## config.mk

```make
export PLATFORM = sky130hd
export DESIGN_NAME = axis_rgb2gray
export DESIGN_NICKNAME = d
export VERILOG_FILES = /design/src/rtl/axis_gray_pkg.sv /design/src/rtl/gray_mac.sv /design/src/rtl/axis_rgb2gray.sv
export SDC_FILE = /design/constraint.sdc
export NUM_CORES = 1
export LEC_CHECK = 0
export ABC_AREA = 1
export BUFFER_PORTS_ARGS = -buffer_cell sky130_fd_sc_hd__buf_2
export CORE_MARGIN = 8
export CORE_UTILIZATION = 40
export CTS_BUF_LIST = sky130_fd_sc_hd__clkbuf_8
export DETAILED_ROUTE_END_ITERATION = 12
export SLEW_MARGIN = 10
export SYNTH_ARGS = -nofsm -noshare
export SYNTH_HDL_FRONTEND = slang
export SYNTH_SLANG_ARGS = --single-unit
```

## constraint.sdc

```tcl
create_clock -name clk -period 12.8 [get_ports clk]
set_input_delay 2.56 -clock clk [delete_from_list [all_inputs] [get_ports clk]]
set_output_delay 2.56 -clock clk [all_outputs]
set_load 0.005 [all_outputs]
```

## src/rtl/axis_gray_pkg.sv

```systemverilog
// Shared definitions for the RGB-to-luma AXI-Stream converter.
// Optional build macro: AXIS_GRAY_ROUND_EN (round-to-nearest luma).
package axis_gray_pkg;

    // Which colour sample the next accepted input beat carries.
    typedef enum logic [1:0] {
        S_R = 2'd0,
        S_G = 2'd1,
        S_B = 2'd2
    } state_t;

    // Default BT.601-style weights in Q0.8; they sum to 256.
    localparam int DEF_COEF_R = 77;
    localparam int DEF_COEF_G = 150;
    localparam int DEF_COEF_B = 29;

    // Width of the weighted-sum accumulator.
    localparam int ACC_WIDTH = 18;

endpackage

```

## src/rtl/gray_mac.sv

```systemverilog
// Combinational weighted sum of one RGB pixel, producing a luma sample.
// Build macro AXIS_GRAY_ROUND_EN: when defined, half an LSB (128) is added
// before the Q0.8 shift so the result rounds to nearest; otherwise it
// truncates. The maximum sum (65280, or 65408 with rounding) always fits
// in 16 bits, so no saturation is required.
module gray_mac
    import axis_gray_pkg::*;
#(
    parameter int DATA_WIDTH = 8,
    parameter int COEF_R     = DEF_COEF_R,
    parameter int COEF_G     = DEF_COEF_G,
    parameter int COEF_B     = DEF_COEF_B
) (
    input  logic [DATA_WIDTH-1:0] r,
    input  logic [DATA_WIDTH-1:0] g,
    input  logic [DATA_WIDTH-1:0] b,
    output logic [DATA_WIDTH-1:0] luma
);

    localparam logic [ACC_WIDTH-1:0] CR = ACC_WIDTH'(COEF_R);
    localparam logic [ACC_WIDTH-1:0] CG = ACC_WIDTH'(COEF_G);
    localparam logic [ACC_WIDTH-1:0] CB = ACC_WIDTH'(COEF_B);

`ifdef AXIS_GRAY_ROUND_EN
    localparam logic [ACC_WIDTH-1:0] BIAS = ACC_WIDTH'(128);
`else
    localparam logic [ACC_WIDTH-1:0] BIAS = '0;
`endif

    logic [ACC_WIDTH-1:0] r_w;
    logic [ACC_WIDTH-1:0] g_w;
    logic [ACC_WIDTH-1:0] b_w;
    logic [ACC_WIDTH-1:0] sum;
    logic                 unused_bits;

    assign r_w = ACC_WIDTH'(r);
    assign g_w = ACC_WIDTH'(g);
    assign b_w = ACC_WIDTH'(b);

    // Weighted sum plus optional rounding bias, then drop the 8 fraction bits.
    always_comb begin
        sum  = CR * r_w + CG * g_w + CB * b_w + BIAS;
        luma = sum[DATA_WIDTH+7:8];
    end

    // Fraction and headroom bits are intentionally discarded.
    assign unused_bits = ^{sum[ACC_WIDTH-1:DATA_WIDTH+8], sum[7:0]};

endmodule

```

## src/rtl/axis_rgb2gray.sv

```systemverilog
// AXI-Stream RGB-to-luma converter. Consumes interleaved R,G,B byte beats
// and emits one luma sample per pixel through a single-entry output
// register, counting transferred pixels.
// Build macro AXIS_GRAY_ROUND_EN selects round-to-nearest luma (see gray_mac).
module axis_rgb2gray
    import axis_gray_pkg::*;
#(
    parameter int DATA_WIDTH = 8,
    parameter int COEF_R     = DEF_COEF_R,
    parameter int COEF_G     = DEF_COEF_G,
    parameter int COEF_B     = DEF_COEF_B,
    parameter int CNT_WIDTH  = 16
) (
    input  logic                  clk,
    input  logic                  rst,
    input  logic                  s_tvalid,
    output logic                  s_tready,
    input  logic [DATA_WIDTH-1:0] s_tdata,
    output logic                  m_tvalid,
    input  logic                  m_tready,
    output logic [DATA_WIDTH-1:0] m_tdata,
    output logic [CNT_WIDTH-1:0]  pix_cnt
);

    // Weights must describe a unity-gain Q0.8 filter.
    generate
        if (COEF_R + COEF_G + COEF_B != 256) begin : g_coef_check
            $error("axis_rgb2gray: COEF_R + COEF_G + COEF_B must equal 256");
        end
    endgenerate

    state_t                state_reg;
    logic [DATA_WIDTH-1:0] r_reg;
    logic [DATA_WIDTH-1:0] g_reg;
    logic [DATA_WIDTH-1:0] luma;
    logic                  in_hs;
    logic                  out_hs;
    logic                  load;

    gray_mac #(
        .DATA_WIDTH (DATA_WIDTH),
        .COEF_R     (COEF_R),
        .COEF_G     (COEF_G),
        .COEF_B     (COEF_B)
    ) u_mac (
        .r    (r_reg),
        .g    (g_reg),
        .b    (s_tdata),
        .luma (luma)
    );

    // R and G are always accepted; B only when the output slot is free or draining.
    always_comb begin
        s_tready = (state_reg != S_B) || !m_tvalid || m_tready;
        in_hs    = s_tvalid && s_tready;
        out_hs   = m_tvalid && m_tready;
        load     = in_hs && (state_reg == S_B);
    end

    // Sample-sequencing FSM; advances and captures only on an input handshake.
    always_ff @(posedge clk or posedge rst) begin
        if (rst) begin
            state_reg <= S_R;
            r_reg     <= '0;
            g_reg     <= '0;
        end else if (in_hs) begin
            case (state_reg)
                S_R: begin
                    r_reg     <= s_tdata;
                    state_reg <= S_G;
                end
                S_G: begin
                    g_reg     <= s_tdata;
                    state_reg <= S_B;
                end
                S_B:     state_reg <= S_R;
                default: state_reg <= S_R;
            endcase
        end
    end

    // Output register: a new pixel load wins over a simultaneous drain.
    always_ff @(posedge clk or posedge rst) begin
        if (rst) begin
            m_tvalid <= 1'b0;
            m_tdata  <= '0;
        end else if (load) begin
            m_tvalid <= 1'b1;
            m_tdata  <= luma;
        end else if (out_hs) begin
            m_tvalid <= 1'b0;
        end
    end

    // Count completed output transfers, wrapping naturally.
    always_ff @(posedge clk or posedge rst) begin
        if (rst) begin
            pix_cnt <= '0;
        end else if (out_hs) begin
            pix_cnt <= pix_cnt + 1'b1;
        end
    end

endmodule

```

=== Yosys cells after proc, flatten, opt, wreduce, memory -nomap -nowiden ===
Index checks and enable logic that the tools add are counted.

* Output and inout bits: 26
* Flip-flop bits (word level): 43
* Logic and storage cells: 28

* Add/sub/neg operators: 3
* Mux-type cells: 3
* Multipliers: 3
* Reduce and logical (&&, ||, !) cells: 10
* Eq/ne operators: 3

{| class="wikitable"
|+ Operator list
! operator !! number
|-
| adder 16 bit || 2
|-
| multiplier 7 x 8 -> 15 bit (first input constant) || 2
|-
| adder 16 x 1 -> 16 bit (second input constant) || 1
|-
| multiplier 5 x 8 -> 13 bit (first input constant) || 1
|-
| case mux 2 bit (2 select lines) || 1
|-
| AND reduction 2 bit || 2
|-
| logical AND 1 bit || 3
|-
| equality test 2 x 1 -> 1 bit (second input constant) || 1
|-
| equality test 2 bit (second input constant) || 1
|-
| zero test 2 bit || 1
|-
| logical OR 1 bit || 2
|-
| two-way mux 1 bit || 2
|-
| != test 2 bit (second input constant) || 1
|-
| nonzero test 2 bit || 1
|-
| zero test 1 bit || 1
|}

=== Depth between registers and ports, before layout ===
Gate-level depths: netlist of run 1.

* Word-level depth: 6
* Gate-level depth with buffers: 27

=== Hierarchy ===
Synthesis of run 1 repeated with hierarchy kept, for this count alone.

* Cells, all modules: 628
* Area total of the unflattened synthesis: 5270.1 sq um

{| class="wikitable"
|+ By module, submodules not included
! module !! area each (sq um) !! cells each !! times used !! sequential area each (sq um)
|-
| gray_mac || 3388.2 || 420 || 1 || 0.0
|-
| axis_rgb2gray || 1881.8 || 208 || 1 || 1076.0
|}

=== Worst setup path after synthesis of run 1 ===
OpenSTA, ideal clock, no wires.

* Path kind: input to register
* From: input port s_tdata[2]
* To: register m_tdata[6]
* Setup time: 0.117 ns
* Slack: 6.130 ns
* Data required time: 12.683 ns
* Buffers on the path: 0
* Stages on the path: 24
* Arrival: 6.552 ns
* Path through: inv_1 fa_1 inv_1 ha_1 inv_1 fa_1 inv_1 ha_1 a21oi_1 o21ai_2 a21oi_1 o21ai_0 xor2_1 fa_1 inv_1 ha_1 a21oi_1 inv_1 a21oi_1 nor2_1 nor2_1 nand3_1 nand3_1 nand2_1

* Word-level cells in the longest chain between the ends: 2

{| class="wikitable"
|+ RTL lines
! item !! RTL line !! text
|-
| start, declared || axis_rgb2gray.sv:18 || <nowiki>input logic [DATA_WIDTH-1:0] s_tdata,</nowiki>
|-
| multiplier 5 x 8 -> 13 bit || gray_mac.sv:42 || <nowiki>sum = CR * r_w + CG * g_w + CB * b_w + BIAS;</nowiki>
|-
| adder 16 bit || gray_mac.sv:42 ||
|-
| end signal, assigned || axis_rgb2gray.sv:89 || <nowiki>m_tdata <= luma;</nowiki>
|-
| end, declared || axis_rgb2gray.sv:21 || <nowiki>output logic [DATA_WIDTH-1:0] m_tdata,</nowiki>
|}

No other way between the ends.
A chain may end at the register's enable or synchronous reset.

=== Worst setup path after layout of run 1 ===
Same ends and word-level chain as after synthesis.

==> impl_metrics.ini, run 1 <==
[setup_path]
worst-path-max-fanout = 5
regToRegEndpoint = m_tdata[6]$_DFFE_PP0P_
critPathTopFamily = adder cells
arrival_ps = 7080
endpoint_kind = register
rrSetupSlack_ps = 7630
crit_slowest_cell = fa_1
r2r_start = r_reg[5]$_DFFE_PP0P_
worstPathRequired_ps = 12990
path_class = input port to register
crit_top_cell = inv_1
worst_path_largest_cell_delay_ps = 550
worst-path-buf-inv = 7
start_kind = input port
reg2regPathDepth = 23

[detailed_routing]
wire_per_inst_microns = 13.2
vias_per_cell = 4.88
drc = 0
drtAntennaViolNets = 0
via_count = 4495
finalWirelength_microns = 12200
initialDrtViolationCount = 194
first_pass_iters = 4

[floorplanning]
rows = 43
core_sq_um = 13800
ios = 38
initial_core_util_pct = 40.7
chipWidth_microns = 135
fp.dieH_microns = 135
die-area_sq_um = 18100

[final_layout]
diodes = 0
regArea_sq_um = 1080
final_util_pct = 44.4
final_area_sq_um = 6140
regMostFlops = pix_cnt
fin_nets = 905
largest_register_ffs = 16
drive_gt1_share_pct = 7.82
fill_cells = 1367
multi_input_area_sq_um = 4030
area_growth_pct = 9.21

[worst_hold_path]
min-delay-start = pix_cnt[15]$_DFFE_PP0P_
hold_class = register to register
worstHoldPathCells = 1
hold_path_end = pix_cnt[15]$_DFFE_PP0P_

[sta]
max_freq_mhz = 145
finalSetupViolCount = 0
slew_headroom_pct = 60.9
hold_violations = 0
min_period_ps = 6880
fin_worst_skew_ps = 9.30
slew_violations = 0
worst_slew_pin_slew_ps = 587
hold_ws_ps = 471
fin_crit_sh_pct = 53.8
rsz0062_at_grt = false
fin_tns_setup_ps = 0

[grt]
grtUsageTotal_pct = 14.0
overflow = 0
antenna_found_initial = 0
grt_first_pass_wirelength_microns = 21000
grt_max_degree = 44
grt_pass1_vias = 4549

[clocking]
cts_tree = done
clock_latency_ps = 300
htree_levels = 2
clkSinkCount = 43
cts_setup_buffers = 0
clk_pin_slew_worst_paths_ps = 80
cts-hold-fix-buffers = 0
ctsResizeCount = 0
clockRootBuffer = clkbuf_8
clockBufferDepth = 2
cts_buffers = 5

[placed_design]
place_area_sq_um = 6030
gp_congestion = 0.905
hpwlAfterDp_microns = 10500
io_buffer_count = 37

[run]
max_cap_violations = 0

[logic_synthesis]
yosysWarnings = 0
synth.distinct_cells = 29
synth_seq_cells = 43
syn_avg_cell_area_sq_um = 8.05
ys_seq_area_share_pct = 19.1
syn_area_sq_um = 5630
synth_fp_nets = 863
netlist_instances = 699

[outcome]
status = finished, final reports clean
[kinds of logic (layout without fill, tap and decap cells)]
kind of cell | count (synthesis) | in the layout | synth area share (%)
xor gates and xnor gates | 40 | 40 | 6.23
AOI/OAI and AO/OA | 81 | 81 | 7.76
and+or+nand+nor | 244 | 244 | 18.7
buffers and inverters | 139 | 182 | 9.30
adders and majority gates | 152 | 152 | 38.9
DFF | 43 | 43 | 19.1
[how the worst max path moves through the flow]
stage	start	to	slack, ps	cells after the start
after floorplan	s_tdata[2]	m_tdata[6]$_DFFE_PP0P_	6130	24
after global placement	s_tdata[2]	m_tdata[6]$_DFFE_PP0P_	5720	25
after detailed placement	s_tdata[2]	m_tdata[6]$_DFFE_PP0P_	5620	25
after CTS	s_tdata[2]	m_tdata[6]$_DFFE_PP0P_	5950	25
after global routing	s_tdata[2]	m_tdata[6]$_DFFE_PP0P_	5600	25
final	s_tdata[2]	m_tdata[6]$_DFFE_PP0P_	5920	25
[area by class of cell]
type | count | share of cell area [%]
multi-input combinational | 517 | 65.5
sequential | 43 | 17.5
inverter | 136 | 8.31
tap | 180 | 3.67
timing repair buffer | 38 | 3.14
clock buffer | 5 | 1.12
clock inverter | 3 | 0.713
[per-stage QoR]
step           instances  worst slack, ps
3_3_place_gp         914             5720
4_1_cts              922             5950
3_5_place_dp         914             5620
6_report             922             5920
2_1_floorplan        699             6130
5_1_grt              922             5600
[per-layer routing]
| layer | track usage [%] | part of all wire (%) | vias up |
|---|---|---|---|
| li1 | - | - | 2328 |
| met1 | 18.1 | 47 | 2058 |
| met2 | 23.5 | 46 | 92 |
| met3 | 2.45 | 4.3 | 17 |
| met4 | 4.12 | 2.0 | 0 |
| met5 | 0 | 0 | - |
[synthesized netlist by cell type]
| cell type | number | share of area, % |
|---|---|---|
| o21ai_0 | 32 | 2.8 |
| o2111ai_1 | 1 | 0.16 |
| nor3_2 | 4 | 0.71 |
| a21boi_0 | 1 | 0.13 |
| nor2_4 | 2 | 0.40 |
| o311ai_0 | 1 | 0.16 |
| o21bai_1 | 2 | 0.27 |
| nand3_1 | 37 | 3.3 |
| nand2_1 | 141 | 9.4 |
| a21oi_1 | 38 | 3.4 |
| xnor2_1 | 16 | 2.5 |
| nand4_1 | 6 | 0.67 |
| clkbuf_1 | 2 | 0.13 |
| nor2_1 | 39 | 2.6 |
| nor3_1 | 8 | 0.71 |
| ha_1 | 114 | 25 |
| inv_1 | 136 | 9.1 |
| or2_2 | 1 | 0.11 |
| nand2_2 | 3 | 0.33 |
| dfrtp_1 | 43 | 19 |
| nand3b_1 | 2 | 0.27 |
| buf_2 | 1 | 0.089 |
| a31oi_1 | 1 | 0.11 |
| a21o_1 | 3 | 0.40 |
| fa_1 | 38 | 14 |
| xor2_1 | 24 | 3.7 |
| o21ai_2 | 1 | 0.16 |
| o2bb2ai_1 | 1 | 0.16 |
| nand2_4 | 1 | 0.20 |
[layout by cell type (no fill, tap or decap), types with 8 or more instances in the layout]
cell and count:
inv_1 135, a21oi_1 38, xnor2_1 16, buf_2 37
nor3_1 8, o21ai_0 32, dfrtp_1 43, nor2_1 39
nand3_1 37, ha_1 114, nand2_1 141, xor2_1 24
fa_1 38
Power of run 1 is not shown: default switching activity piles up to over one toggle a cycle in this logic, so the estimate is an artifact.
==> run 2, diff against run 1 <==
==> constraint.sdc (replaced) <==
create_clock -name clk -period 5.7 [get_ports clk]
set_input_delay 1.14 -clock clk [delete_from_list [all_inputs] [get_ports clk]]
set_output_delay 1.14 -clock clk [all_outputs]
set_load 0.005 [all_outputs]
==> impl_metrics.ini, run 2 (synthesis results as in run 1) <==
[outcome]
status = finished, final reports clean

[setup_path]
regToRegEndpoint = m_tdata[7]$_DFFE_PP0P_
cp-endpoint = m_tdata[6]$_DFFE_PP0P_
r2r_start = g_reg[4]$_DFFE_PP0P_
worstPathRequired_ps = 5910
critPathTopFamily = adder cells
cp.depth = 26
arrival_ps = 5590
crit_start = s_tdata[2]
crit_slowest_cell = fa_1
reg2regPathDepth = 22
worst_path_largest_cell_delay_ps = 550
worst-path-buf-inv = 7
rrSetupSlack_ps = 610
worst-path-max-fanout = 6
start_kind = input port
path_class = input port to register
endpoint_kind = register

[grt]
antenna_found_initial = 0
grt_pass1_vias = 4596
grtUsageTotal_pct = 14.3
grt_first_pass_wirelength_microns = 21300
grt_max_degree = 44
overflow = 0

[sta]
final.setup.worst_slack_ps = 314
worst_slew_pin_slew_ps = 628
fin_worst_skew_ps = 11.9
slew_violations = 0
finalSetupViolCount = 0
min_period_ps = 5390
slew_headroom_pct = 58.0
max_freq_mhz = 186
hold_violations = 0
fin_tns_setup_ps = 0
rsz0062_at_grt = false
fin_crit_sh_pct = 94.5

[placed_design]
gp_congestion = 0.930
io_buffer_count = 37
post-place-ws_ps = 46.7
hpwlAfterDp_microns = 10800

[floorplanning]
chipWidth_microns = 135
ios = 38
initial_core_util_pct = 40.7
core_sq_um = 13800
rows = 43
die-area_sq_um = 18100
fp.dieH_microns = 135

[final_layout]
fin_nets = 911
regMostFlops = pix_cnt
largest_register_ffs = 16
diodes = 0
drive_gt1_share_pct = 8.56
layout_common_cells = nand2_1 (141), inv_1 (136), ha_1 (114)
final_common_cell = nand2_1
area_growth_pct = 9.59

[clocking]
cts_tree = done
clkSinkCount = 43
htree_levels = 2
clockBufferDepth = 2
cts_setup_buffers = 0
cts_buffers = 5
clock_latency_ps = 320
clk_pin_slew_worst_paths_ps = 80
clockRootBuffer = clkbuf_8

[detailed_routing]
via_count = 4496
wire_per_inst_microns = 13.4
drtAntennaViolNets = 0
vias_per_cell = 4.84
first_pass_iters = 4
drc = 0
finalWirelength_microns = 12400
initialDrtViolationCount = 160

[run]
max_cap_violations = 0

[worst_hold_path]
hold_class = register to register
## run 2: stage by stage
stage | cells | hold slack (ps) | utilization [%] | instance area [sq um]
2_1_floorplan | 699 | 468 | - | 5630
3_3_place_gp | 920 | 457 | 43.9 | 6080
3_5_place_dp | 920 | 468 | 43.9 | 6080
4_1_cts | 928 | 490 | 44.6 | 6160
5_1_grt | 928 | 521 | 44.6 | 6160
6_report | 928 | 474 | 44.6 | 6160
## run 2: worst min path at each step
stage / depth (start not counted) / from / slack (ps) / to
global placement: 1 / pix_cnt[15]$_DFFE_PP0P_ / 460 / pix_cnt[15]$_DFFE_PP0P_
finish: 1 / pix_cnt[15]$_DFFE_PP0P_ / 470 / pix_cnt[15]$_DFFE_PP0P_
CTS: 1 / pix_cnt[15]$_DFFE_PP0P_ / 490 / pix_cnt[15]$_DFFE_PP0P_
detailed placement: 2 / m_tdata[7]$_DFFE_PP0P_ / 470 / m_tdata[7]$_DFFE_PP0P_
global route: 2 / m_tdata[6]$_DFFE_PP0P_ / 520 / m_tdata[6]$_DFFE_PP0P_
floorplan: 1 / pix_cnt[15]$_DFFE_PP0P_ / 470 / pix_cnt[15]$_DFFE_PP0P_
## run 2: repair_timing
item | 4_1_cts | 5_1_grt
hold buffers | 0 | 0
endpoints found under the setup margin | 0 | 1
hold endpoints to repair | 0 | 0
gates resized for setup | 0 | 1
## run 2: cell type report
class	count	area, sq um
Clock buffer	5	68.8
Clock inverter	3	16.3
Fill cell	1380	7660
Inverter	136	510
Multi-Input combinational cell	517	4030
Sequential cell	43	1080
Tap cell	180	225
Timing Repair Buffer	44	238
## run 2: layer usage
layer	global-route usage, %	up-vias	wire length, microns
met5	0	-	0
met4	3.06	0	160
li1	-	2329	-
met3	2.79	10	487
met2	24.7	59	5860
met1	18.2	2098	5920
Power of run 2 is left out for the same reason.
==> run 3, diff against run 2 <==
--- a/config.mk
+++ b/config.mk
@@ -6,6 +6,7 @@
 export NUM_CORES = 1
 export LEC_CHECK = 0
 export ABC_AREA = 1
+export ABC_CLOCK_PERIOD_IN_PS = 4400
 export BUFFER_PORTS_ARGS = -buffer_cell sky130_fd_sc_hd__buf_2
 export CORE_MARGIN = 8
 export CORE_UTILIZATION = 40
==> constraint.sdc (replaced) <==
create_clock -name clk -period 4.4 [get_ports clk]
set_input_delay 0.88 -clock clk [delete_from_list [all_inputs] [get_ports clk]]
set_output_delay 0.88 -clock clk [all_outputs]
set_load 0.005 [all_outputs]
==> impl_metrics.ini, run 3 (synthesis results as in run 1) <==
[placed_design]
hpwlAfterDp_microns = 11500
io_buffer_count = 37
gp_congestion = 0.881

[final_layout]
fin_nets = 1012
diodes = 0
regMostFlops = pix_cnt
regArea_sq_um = 1080
final_common_cell = nand2_1
largest_register_ffs = 16
final_util_pct = 54.2
drive_gt1_share_pct = 30.0
multi_input_area_sq_um = 4560
layout_common_cells = nand2_1 (125), inv_1 (119), buf_4 (106)
area_growth_pct = 33.3
fill_cells = 1290

[sta]
hold_violations = 0
slew_violations = 0
finalSetupViolCount = 8
fin_worst_skew_ps = 8.87
fin_crit_sh_pct = 111
hold_ws_ps = 473
rsz0062_at_grt = true
min_period_ps = 4870
max_freq_mhz = 205
final.setup.worst_slack_ps = -467
slew_headroom_pct = 58.5
worst_slew_pin_slew_ps = 621

[grt]
grt_pass1_vias = 5125
grt_first_pass_wirelength_microns = 24000
grt_max_degree = 44
antenna_found_initial = 0
grtUsageTotal_pct = 16.3
overflow = 0

[floorplanning]
ios = 38
fp.dieH_microns = 135
rows = 43
chipWidth_microns = 135
die-area_sq_um = 18100
initial_core_util_pct = 40.7
core_sq_um = 13800

[detailed_routing]
via_count = 4909
vias_per_cell = 4.77
finalWirelength_microns = 14300
drc = 0
initialDrtViolationCount = 195
wire_per_inst_microns = 13.9
first_pass_iters = 4
drtAntennaViolNets = 0

[setup_path]
path_class = input port to register
r2r_start = r_reg[5]$_DFFE_PP0P_
worstPathRequired_ps = 4610
worst-path-max-fanout = 5
reg2regPathDepth = 25
arrival_ps = 5080
rrSetupSlack_ps = -380
start_kind = input port
regToRegEndpoint = m_tdata[6]$_DFFE_PP0P_
endpoint_kind = register

[clocking]
cts-hold-fix-buffers = 0
cts_buffers = 5
clock_latency_ps = 320
cts_tree = done
clk_pin_slew_worst_paths_ps = 80
clkSinkCount = 43
clockRootBuffer = clkbuf_8
clockBufferDepth = 2
htree_levels = 2

[worst_hold_path]
worstHoldPathCells = 2
min-delay-start = m_tdata[6]$_DFFE_PP0P_
hold_path_end = m_tdata[6]$_DFFE_PP0P_
hold_class = register to register

[outcome]
status = finished with violations
violations = negative setup slack

[run]
max_cap_violations = 0
==> run 3: cell count changes in the layout (fill, tap and decap cells not counted), moves of 13 or more <==
cell	delta
ha_4	+18
ha_1	-19
buf_4	+99
inv_1	-17
a21oi_1	-15
inv_2	+13
nand2_1	-16
==> run 3: through the flow <==
| step | cell area (sq um) | instances | TNS [ps] | setup slack [ps] |
|---|---|---|---|---|
| after detailed placement | 6890 | 1009 | -5440 | -784 |
| after global routing | 7500 | 1029 | -4180 | -633 |
| final | 7500 | 1029 | -2740 | -467 |
| after CTS | 7330 | 1025 | -2170 | -378 |
| after floorplan | 5770 | 699 | -1740 | -365 |
| after global placement | 6890 | 1009 | -5140 | -777 |
==> run 3: worst max-delay path by stage <==
stage | start | to | slack, ps
detailed placement | s_tdata[3] | m_tdata[6]$_DFFE_PP0P_ | -780
global placement | s_tdata[2] | m_tdata[6]$_DFFE_PP0P_ | -780
global route | s_tdata[3] | m_tdata[5]$_DFFE_PP0P_ | -630
floorplan | s_tdata[3] | m_tdata[6]$_DFFE_PP0P_ | -360
finish | s_tdata[3] | m_tdata[5]$_DFFE_PP0P_ | -470
CTS | s_tdata[2] | m_tdata[5]$_DFFE_PP0P_ | -380
==> run 3: repair_timing <==
item                       in CTS  in global routing
setup endpoints to repair       8                  8
gates cloned                    0                  0
pin swaps                      51                 39
buffers inserted                9                  4
gates resized for setup        59                 35
==> run 3: cell type report <==
cell class | count | area share [%]
Timing Repair Buffer | 145 | 13.7
Clock buffer | 5 | 0.918
Clock inverter | 3 | 0.317
Multi-Input combinational cell | 517 | 60.8
Tap cell | 180 | 3.00
Sequential cell | 43 | 14.3
Inverter | 136 | 6.96
==> run 3: layer usage <==
layer,vias up,global-route usage [%],part of all wire [%]
li1,2525,-,-
met1,2286,19.8,44
met2,75,28.4,49
met3,23,2.75,4.3
met4,0,5.68,2.8
met5,-,0,0
==> run 3: critical path: stages <==
cell,delay (ps)
buf_8,80
clkinvlp_4,120
buf_4,170
fa_1,470
inv_1,60
ha_4,260
fa_1,440
ha_4,270
nand2_2,90
nand3_2,110
a21oi_4,180
nor2_1,60
nor2_1,130
xor2_1,180
inv_1,70
fa_1,470
ha_4,330
nand2_2,50
inv_2,90
nand3_2,90
nor3_2,150
nand2_1,100
nand2_1,60
nand2_1,40
nand3_1,60
nand2_1,60
Power of run 3 is left out for the same reason.
